### config.mk
export PLATFORM = sky130hd
export DESIGN_NAME = msx_mouse_port
export DESIGN_NICKNAME = d
export VERILOG_FILES = /design/src/rtl/msx_mouse_pkg.sv /design/src/rtl/mouse_delta_acc.sv /design/src/rtl/msx_mouse_port.sv
export SDC_FILE = /design/constraint.sdc
export NUM_CORES = 1
export LEC_CHECK = 0
export BUFFER_PORTS_ARGS = -buffer_cell sky130_fd_sc_hd__buf_2
export CAP_MARGIN = 10
export CORE_MARGIN = 3
export CORE_UTILIZATION = 40
export DETAILED_ROUTE_END_ITERATION = 6
export PLACE_DENSITY = 0.58
export REMOVE_ABC_BUFFERS = 1
export SLEW_MARGIN = 20
export SYNTH_ARGS = -nofsm -noshare
export SYNTH_HDL_FRONTEND = slang
export SYNTH_SLANG_ARGS = --single-unit
### constraint.sdc
create_clock -name clk_sys -period 10 [get_ports clk_sys]
set_clock_uncertainty 0.2 [all_clocks]
set_input_delay 0 -clock clk_sys [delete_from_list [all_inputs] [get_ports clk_sys]]
set_output_delay 0 -clock clk_sys [all_outputs]
set_load 0.02 [all_outputs]
### src/rtl/msx_mouse_pkg.sv
// Shared types, packet bit positions and the 8-bit clamp used when
// latching the movement accumulators for an MSX read sequence.
package msx_mouse_pkg;

  // Read-sequence phase. IDLE presents a zero nibble until the host strobes.
  typedef enum logic [2:0] {
    IDLE = 3'd0,
    XH   = 3'd1,
    XL   = 3'd2,
    YH   = 3'd3,
    YL   = 3'd4
  } phase_t;

  // Field positions inside the hps_io ps2_mouse word
  localparam int PS2_TOGGLE = 24;
  localparam int PS2_DY_MSB = 23;
  localparam int PS2_DY_LSB = 16;
  localparam int PS2_DX_MSB = 15;
  localparam int PS2_DX_LSB = 8;
  localparam int PS2_YSIGN  = 5;
  localparam int PS2_XSIGN  = 4;
  localparam int PS2_BTN_R  = 1;
  localparam int PS2_BTN_L  = 0;

  // Clamp a 10-bit signed accumulator into the signed byte the MSX reads
  function automatic logic [7:0] sat8(input logic signed [9:0] v);
    if (v > 10'sd127)
      return 8'h7F;
    else if (v < -10'sd128)
      return 8'h80;
    else
      return v[7:0];
  endfunction

endpackage

### src/rtl/mouse_delta_acc.sv
// One axis of movement accumulation. Saturates at -512/+511 and supports a
// clear that coincides with a new delta, in which case the result is 0+delta
// so the movement arriving on the latch cycle is carried into the next read.
module mouse_delta_acc (
  input  logic              clk_sys,
  input  logic              reset,
  input  logic              clear,
  input  logic              load,
  input  logic signed [9:0] delta,
  output logic signed [9:0] acc
);

  logic signed [9:0]  acc_reg;
  logic signed [9:0]  base;
  logic signed [10:0] sum;
  logic signed [9:0]  sum_sat;

  // The clear selects a zero base before the add, giving clear-with-load
  assign base = clear ? 10'sd0 : acc_reg;
  assign sum  = {base[9], base} + {delta[9], delta};

  // Clamp the 11-bit sum back into 10 bits instead of letting it wrap
  always_comb begin
    sum_sat = sum[9:0];
    if (sum > 11'sd511)
      sum_sat = 10'sd511;
    else if (sum < -11'sd512)
      sum_sat = -10'sd512;
  end

  // Accumulator register
  always_ff @(posedge clk_sys or posedge reset) begin
    if (reset)
      acc_reg <= '0;
    else if (load)
      acc_reg <= sum_sat;
    else if (clear)
      acc_reg <= '0;
  end

  assign acc = acc_reg;

endmodule

### src/rtl/msx_mouse_port.sv
// PS/2 mouse to MSX joystick-port mouse bridge. Packets from hps_io are
// accumulated per axis; the MSX strobe pin walks a four-nibble read
// sequence (X hi, X lo, Y hi, Y lo) and an idle strobe drops back to IDLE.
module msx_mouse_port
  import msx_mouse_pkg::*;
#(
  parameter int CLK_HZ      = 21477270,
  parameter int TIMEOUT_US  = 1500,
  parameter int SYNC_STAGES = 2
) (
  input  logic        clk_sys,
  input  logic        reset,
  input  logic [24:0] ps2_mouse,
  input  logic        strobe,
  output logic [5:0]  data
);

  localparam longint TMO_L      = (longint'(TIMEOUT_US) * longint'(CLK_HZ)) / 64'sd1000000;
  localparam int     TMO_CYCLES = (TMO_L < 2) ? 2 : int'(TMO_L);
  localparam int     CNT_W      = $clog2(TMO_CYCLES);
  localparam logic [CNT_W-1:0] TMO_LAST = CNT_W'(TMO_CYCLES - 1);

  // ---------------- packet intake ----------------
  logic              toggle_reg;
  logic [1:0]        btn_reg;     // [1] right, [0] left; 1 = pressed
  logic              packet;
  logic signed [9:0] dx10;
  logic signed [9:0] dy10;
  logic signed [9:0] neg_dx;
  logic signed [9:0] acc_x;
  logic signed [9:0] acc_y;
  logic              unused_bits;

  assign packet = ps2_mouse[PS2_TOGGLE] != toggle_reg;
  assign dx10   = {ps2_mouse[PS2_XSIGN], ps2_mouse[PS2_XSIGN], ps2_mouse[PS2_DX_MSB:PS2_DX_LSB]};
  assign dy10   = {ps2_mouse[PS2_YSIGN], ps2_mouse[PS2_YSIGN], ps2_mouse[PS2_DY_MSB:PS2_DY_LSB]};
  // MSX counts leftward motion as positive X, so X accumulates the negated delta
  assign neg_dx = -dx10;
  // Overflow flags and the always-one bit are not used by the MSX protocol
  assign unused_bits = ^{ps2_mouse[7:6], ps2_mouse[3:2]};

  // Track the packet toggle and sample the buttons on every packet
  always_ff @(posedge clk_sys or posedge reset) begin
    if (reset) begin
      toggle_reg <= 1'b0;
      btn_reg    <= 2'b00;
    end else begin
      toggle_reg <= ps2_mouse[PS2_TOGGLE];
      if (packet)
        btn_reg <= {ps2_mouse[PS2_BTN_R], ps2_mouse[PS2_BTN_L]};
    end
  end

  // ---------------- strobe synchroniser and edge detect ----------------
  logic [SYNC_STAGES-1:0] sync_reg;
  logic                   prev_reg;
  logic [SYNC_STAGES:0]   arm_reg;
  logic                   edge_det;

  // Synchronise the pin and remember the previous synchronised level. The arm
  // shift register suppresses the false edge that would otherwise appear when
  // the pin is high while the reset-cleared chain refills after reset.
  always_ff @(posedge clk_sys or posedge reset) begin
    if (reset) begin
      sync_reg <= '0;
      prev_reg <= 1'b0;
      arm_reg  <= '0;
    end else begin
      sync_reg[0] <= strobe;
      for (int i = 1; i < SYNC_STAGES; i++)
        sync_reg[i] <= sync_reg[i-1];
      prev_reg <= sync_reg[SYNC_STAGES-1];
      arm_reg  <= {arm_reg[SYNC_STAGES-1:0], 1'b1};
    end
  end

  assign edge_det = arm_reg[SYNC_STAGES] && (sync_reg[SYNC_STAGES-1] != prev_reg);

  // ---------------- accumulators ----------------
  phase_t     phase_reg;
  logic       latch;
  logic [7:0] lat_x;
  logic [7:0] lat_y;

  assign latch = edge_det && ((phase_reg == IDLE) || (phase_reg == YL));
  assign lat_x = sat8(acc_x);
  assign lat_y = sat8(acc_y);

  mouse_delta_acc u_acc_x (
    .clk_sys (clk_sys),
    .reset   (reset),
    .clear   (latch),
    .load    (packet),
    .delta   (neg_dx),
    .acc     (acc_x)
  );

  mouse_delta_acc u_acc_y (
    .clk_sys (clk_sys),
    .reset   (reset),
    .clear   (latch),
    .load    (packet),
    .delta   (dy10),
    .acc     (acc_y)
  );

  // ---------------- phase FSM ----------------
  logic [7:0]       sat_x_reg;
  logic [7:0]       sat_y_reg;
  logic [3:0]       nibble_reg;
  logic [CNT_W-1:0] tmo_cnt_reg;

  // Advance on each strobe edge; fall back to IDLE after a quiet strobe.
  // An edge in the same cycle as expiry wins and restarts the count.
  always_ff @(posedge clk_sys or posedge reset) begin
    if (reset) begin
      phase_reg   <= IDLE;
      sat_x_reg   <= '0;
      sat_y_reg   <= '0;
      nibble_reg  <= '0;
      tmo_cnt_reg <= '0;
    end else if (edge_det) begin
      tmo_cnt_reg <= '0;
      unique case (phase_reg)
        IDLE, YL: begin
          phase_reg  <= XH;
          sat_x_reg  <= lat_x;
          sat_y_reg  <= lat_y;
          nibble_reg <= lat_x[7:4];
        end
        XH: begin
          phase_reg  <= XL;
          nibble_reg <= sat_x_reg[3:0];
        end
        XL: begin
          phase_reg  <= YH;
          nibble_reg <= sat_y_reg[7:4];
        end
        YH: begin
          phase_reg  <= YL;
          nibble_reg <= sat_y_reg[3:0];
        end
        default: begin
          phase_reg  <= IDLE;
          nibble_reg <= '0;
        end
      endcase
    end else if (phase_reg != IDLE) begin
      if (tmo_cnt_reg == TMO_LAST) begin
        phase_reg   <= IDLE;
        nibble_reg  <= '0;
        tmo_cnt_reg <= '0;
      end else begin
        tmo_cnt_reg <= tmo_cnt_reg + 1'b1;
      end
    end
  end

  // Buttons are active-low on the port and bypass the phase sequencing
  assign data = {~btn_reg[1], ~btn_reg[0], nibble_reg};

endmodule
==> impl_metrics.py <==
metrics = {
    "run_status": {
        "status": "finished, final reports clean",
    },
    "synthesis": {
        "yosysUniqueCellTypes": 60,
        "synthArstFlopShare": 1.00,
        "yosysWarnings": 0,
        "netlist_area_sq_um": 4150,
        "avgSynthCellArea_sq_um": 8.58,
        "synth_ff_type": "dfrtp_1",
        "synth_edf_count": 0,
        "netlist_instances": 484,
        "synth_top_area_share": 0.380,
        "ys_top_cells_by_area": "dfrtp_1, nand2_1, ha_1",
        "yosysSeqAreaShare": 0.380,
        "synth_top_area_cell": "dfrtp_1",
        "synth_seq_cells": 63,
    },
    "die": {
        "die_h_microns": 108,
        "die_w_microns": 108,
        "std_cell_rows": 36,
        "dieArea_sq_um": 11600,
        "coreArea_sq_um": 9950,
        "start_util": 0.417,
        "io_pins": 34,
    },
    "setup_path": {
        "crit_fanout": 44,
        "critPathLaunchType": "flop",
        "slowest_stage": "nand2_2",
        "crit_family": "simple AND/OR/NAND/NOR gates",
        "path_cells": "xor2_1 > and2_1 > nand2_2 > and2_1 > ha_1 > inv_1 > fa_1 > nand2b_1 > a21oi_2 > nor3_2 > o2111a_1 > a211oi_4 > a22o_1",
        "path_depth": 13,
        "cp_num_buf_inv": 1,
        "endpoint": "u_acc_y.acc[8]",
        "end_kind": "flop",
        "critical_path_required_ps": 10070,
        "reg2reg_slack_ps": 6000,
        "path_common_cell": "and2_1",
        "criticalPathCategory": "reg2reg",
        "worstSetupStartpoint": "sync_reg[1]",
        "arrival_ps": 4070,
        "rr_endpoint": "u_acc_y.acc[8]",
        "r2r_cells": 13,
        "max_stage_delay_ps": 550,
        "r2r_start": "sync_reg[1]",
    },
    "drt": {
        "wl_per_cell_microns": 13.0,
        "via_count": 3351,
        "first_pass_iters": 4,
        "ant_nets": 0,
        "drt_iter0_markers": 164,
        "routed_wl_microns": 8460,
        "viasPerCell": 5.14,
        "route.detailed.drc": 0,
    },
    "timing": {
        "slew_violations": 0,
        "fmax_ghz": 0.250,
        "hold_viol_final": 0,
        "setup_viol": 0,
        "rsz0062_at_grt": "false",
        "slew_headroom": 0.467,
        "period_needed_ps": 4000,
        "tns_ps": 0,
        "fin_crit_sh": 0.400,
        "tightest_slew_ps": 799,
    },
    "grt": {
        "use_met2": 0.257,
        "grtUsageMet1": 0.220,
        "grt.total_usage": 0.161,
        "grt_pass1_wl_microns": 15300,
        "grt_max_degree": 64,
        "busiest_layer": "met2",
        "use_met3": 0.0390,
        "gr-total-overflow": 0,
        "grt_pass1_vias": 3338,
        "antenna_found_initial": 0,
    },
    "worst_hold_path": {
        "holdCritPathClass": "in2reg",
    },
    "power": {
        "pwr-share-comb": 0.492,
        "switching_power_uw": 567,
        "seqPwrFrac": 0.324,
        "vdd_drop_max_v": 0.000120,
        "total_power_uw": 1380,
        "clockPowerShare": 0.184,
        "p_leak_uw": 0.00216,
        "p_sw_frac": 0.412,
        "powerDensity_nw_per_um2": 292,
        "p_int_uw": 808,
    },
    "cells_and_area": {
        "largest_reg_flops": 15,
        "area_growth_syn_to_layout_pct": 13.2,
        "fin_nets": 569,
        "postLayoutCellArea_sq_um": 4700,
        "drive_gt1_frac": 0.131,
        "diodes": 0,
        "final_util": 0.472,
    },
    "cts": {
        "cts_buffers": 9,
        "clock_latency_ps": 330,
        "cts-root-buf": "clkbuf_8",
        "clk_pin_slew_ps": 70,
        "cts_buffer_depth": 2,
        "h-tree-depth": 3,
        "cts_tree": "yes",
        "clock-sinks": 63,
    },
    "place": {
        "dpl.hpwl_microns": 6040,
        "dpl_cell_area_sq_um": 4390,
        "io_buffer_count": 29,
        "gp_congestion": 0.817,
    },
    "run": {
        "cap_viol_max_count": 0,
    },
}
-- worst min path at each step --
stage,cells after the start,to,startpoint
after global routing,5,u_acc_x.acc[4],ps2_mouse[12]
final,5,u_acc_x.acc[4],ps2_mouse[12]
after CTS,5,u_acc_x.acc[4],ps2_mouse[12]
after detailed placement,1,sync_reg[0],strobe
after floorplan,0,sync_reg[0],strobe
after global placement,1,sync_reg[0],strobe
-- cells in the mapped netlist, types with 8 or more instances --
master,count
nand2_1,81
dfrtp_1,63
nor2_1,45
o21ai_0,45
ha_1,24
a21oi_1,23
inv_1,21
and2_1,20
xor2_1,14
a22o_1,12
clkbuf_1,12
o211ai_1,12
nand3_1,9
xnor2_1,8
-- final cells by class --
cell class	count	area, sq um
timing repair buffer	39	240
fill	981	5250
multi-input combinational	381	2410
inverter	21	78.8
clock buffer	12	165
sequential	63	1580
clock inverter	3	65.1
tap	133	166
-- timing repair --
| item | 4_1_cts | 5_1_grt |
|---|---|---|
| hold buffers | 8 | 0 |
| buffers inserted | 0 | 0 |
| gates resized for setup | 0 | 0 |
| hold endpoints to repair | 70 | 0 |
-- routing by layer --
layer / vias to the layer above / wire (microns)
met5: - / 0
met1: 1561 / 4260
met4: 0 / 44
li1: 1742 / -
met3: 4 / 207
met2: 44 / 3950
-- through the flow --
| stage | hold slack (ps) | std cells | setup slack, ps |
|---|---|---|---|
| detailed placement | -87.0 | 629 | 5990 |
| global placement | -88.1 | 629 | 6020 |
| finish | 26.9 | 652 | 6000 |
| global route | 64.2 | 652 | 5660 |
| floorplan | -169 | 465 | 6550 |
| CTS | 12.2 | 652 | 5970 |
-- placed cells by master (no fill, tap or decap), types with 14 or more instances in the layout --
master	instances
and2_1	20
nand2_1	81
xor2_1	14
dfrtp_1	63
nor2_1	45
ha_1	24
buf_2	29
a21oi_1	23
o21ai_0	45
inv_1	20
-- worst min-delay path: cells and delay by family --
family                   cells  cell delay (ps)
adder cells (fa/ha/maj)      1              170
buffers and inverters        2              140
XOR/XNOR                     1              120
AO/OA/AOI/OAI                1               70
-- cell families (layout without fill, tap and decap cells) --
| kind of cell | after synthesis | count (layout) | share of synthesized area |
|---|---|---|---|
| AO/OA/AOI/OAI | 126 | 126 | 0.202 |
| XOR/XNOR | 22 | 22 | 0.0464 |
| adder cells (fa/ha/maj) | 26 | 26 | 0.0819 |
| buffers and inverters | 40 | 75 | 0.0404 |
| flip-flops | 63 | 63 | 0.380 |
| multiplexers | 8 | 8 | 0.0244 |
| other | 1 | 1 | 0.000903 |
| AND/OR/NAND/NOR | 198 | 198 | 0.224 |
-- power by group through the flow --
stage / Clock [uW] / Sequential (uW) / Combinational (uW)
floorplan: 0 / 428 / 541
global placement: 0 / 445 / 666
detailed placement: 0 / 451 / 677
CTS: 259 / 446 / 684
global route: 273 / 466 / 783
finish: 253 / 446 / 677
Power figures use the tool's default switching activity.
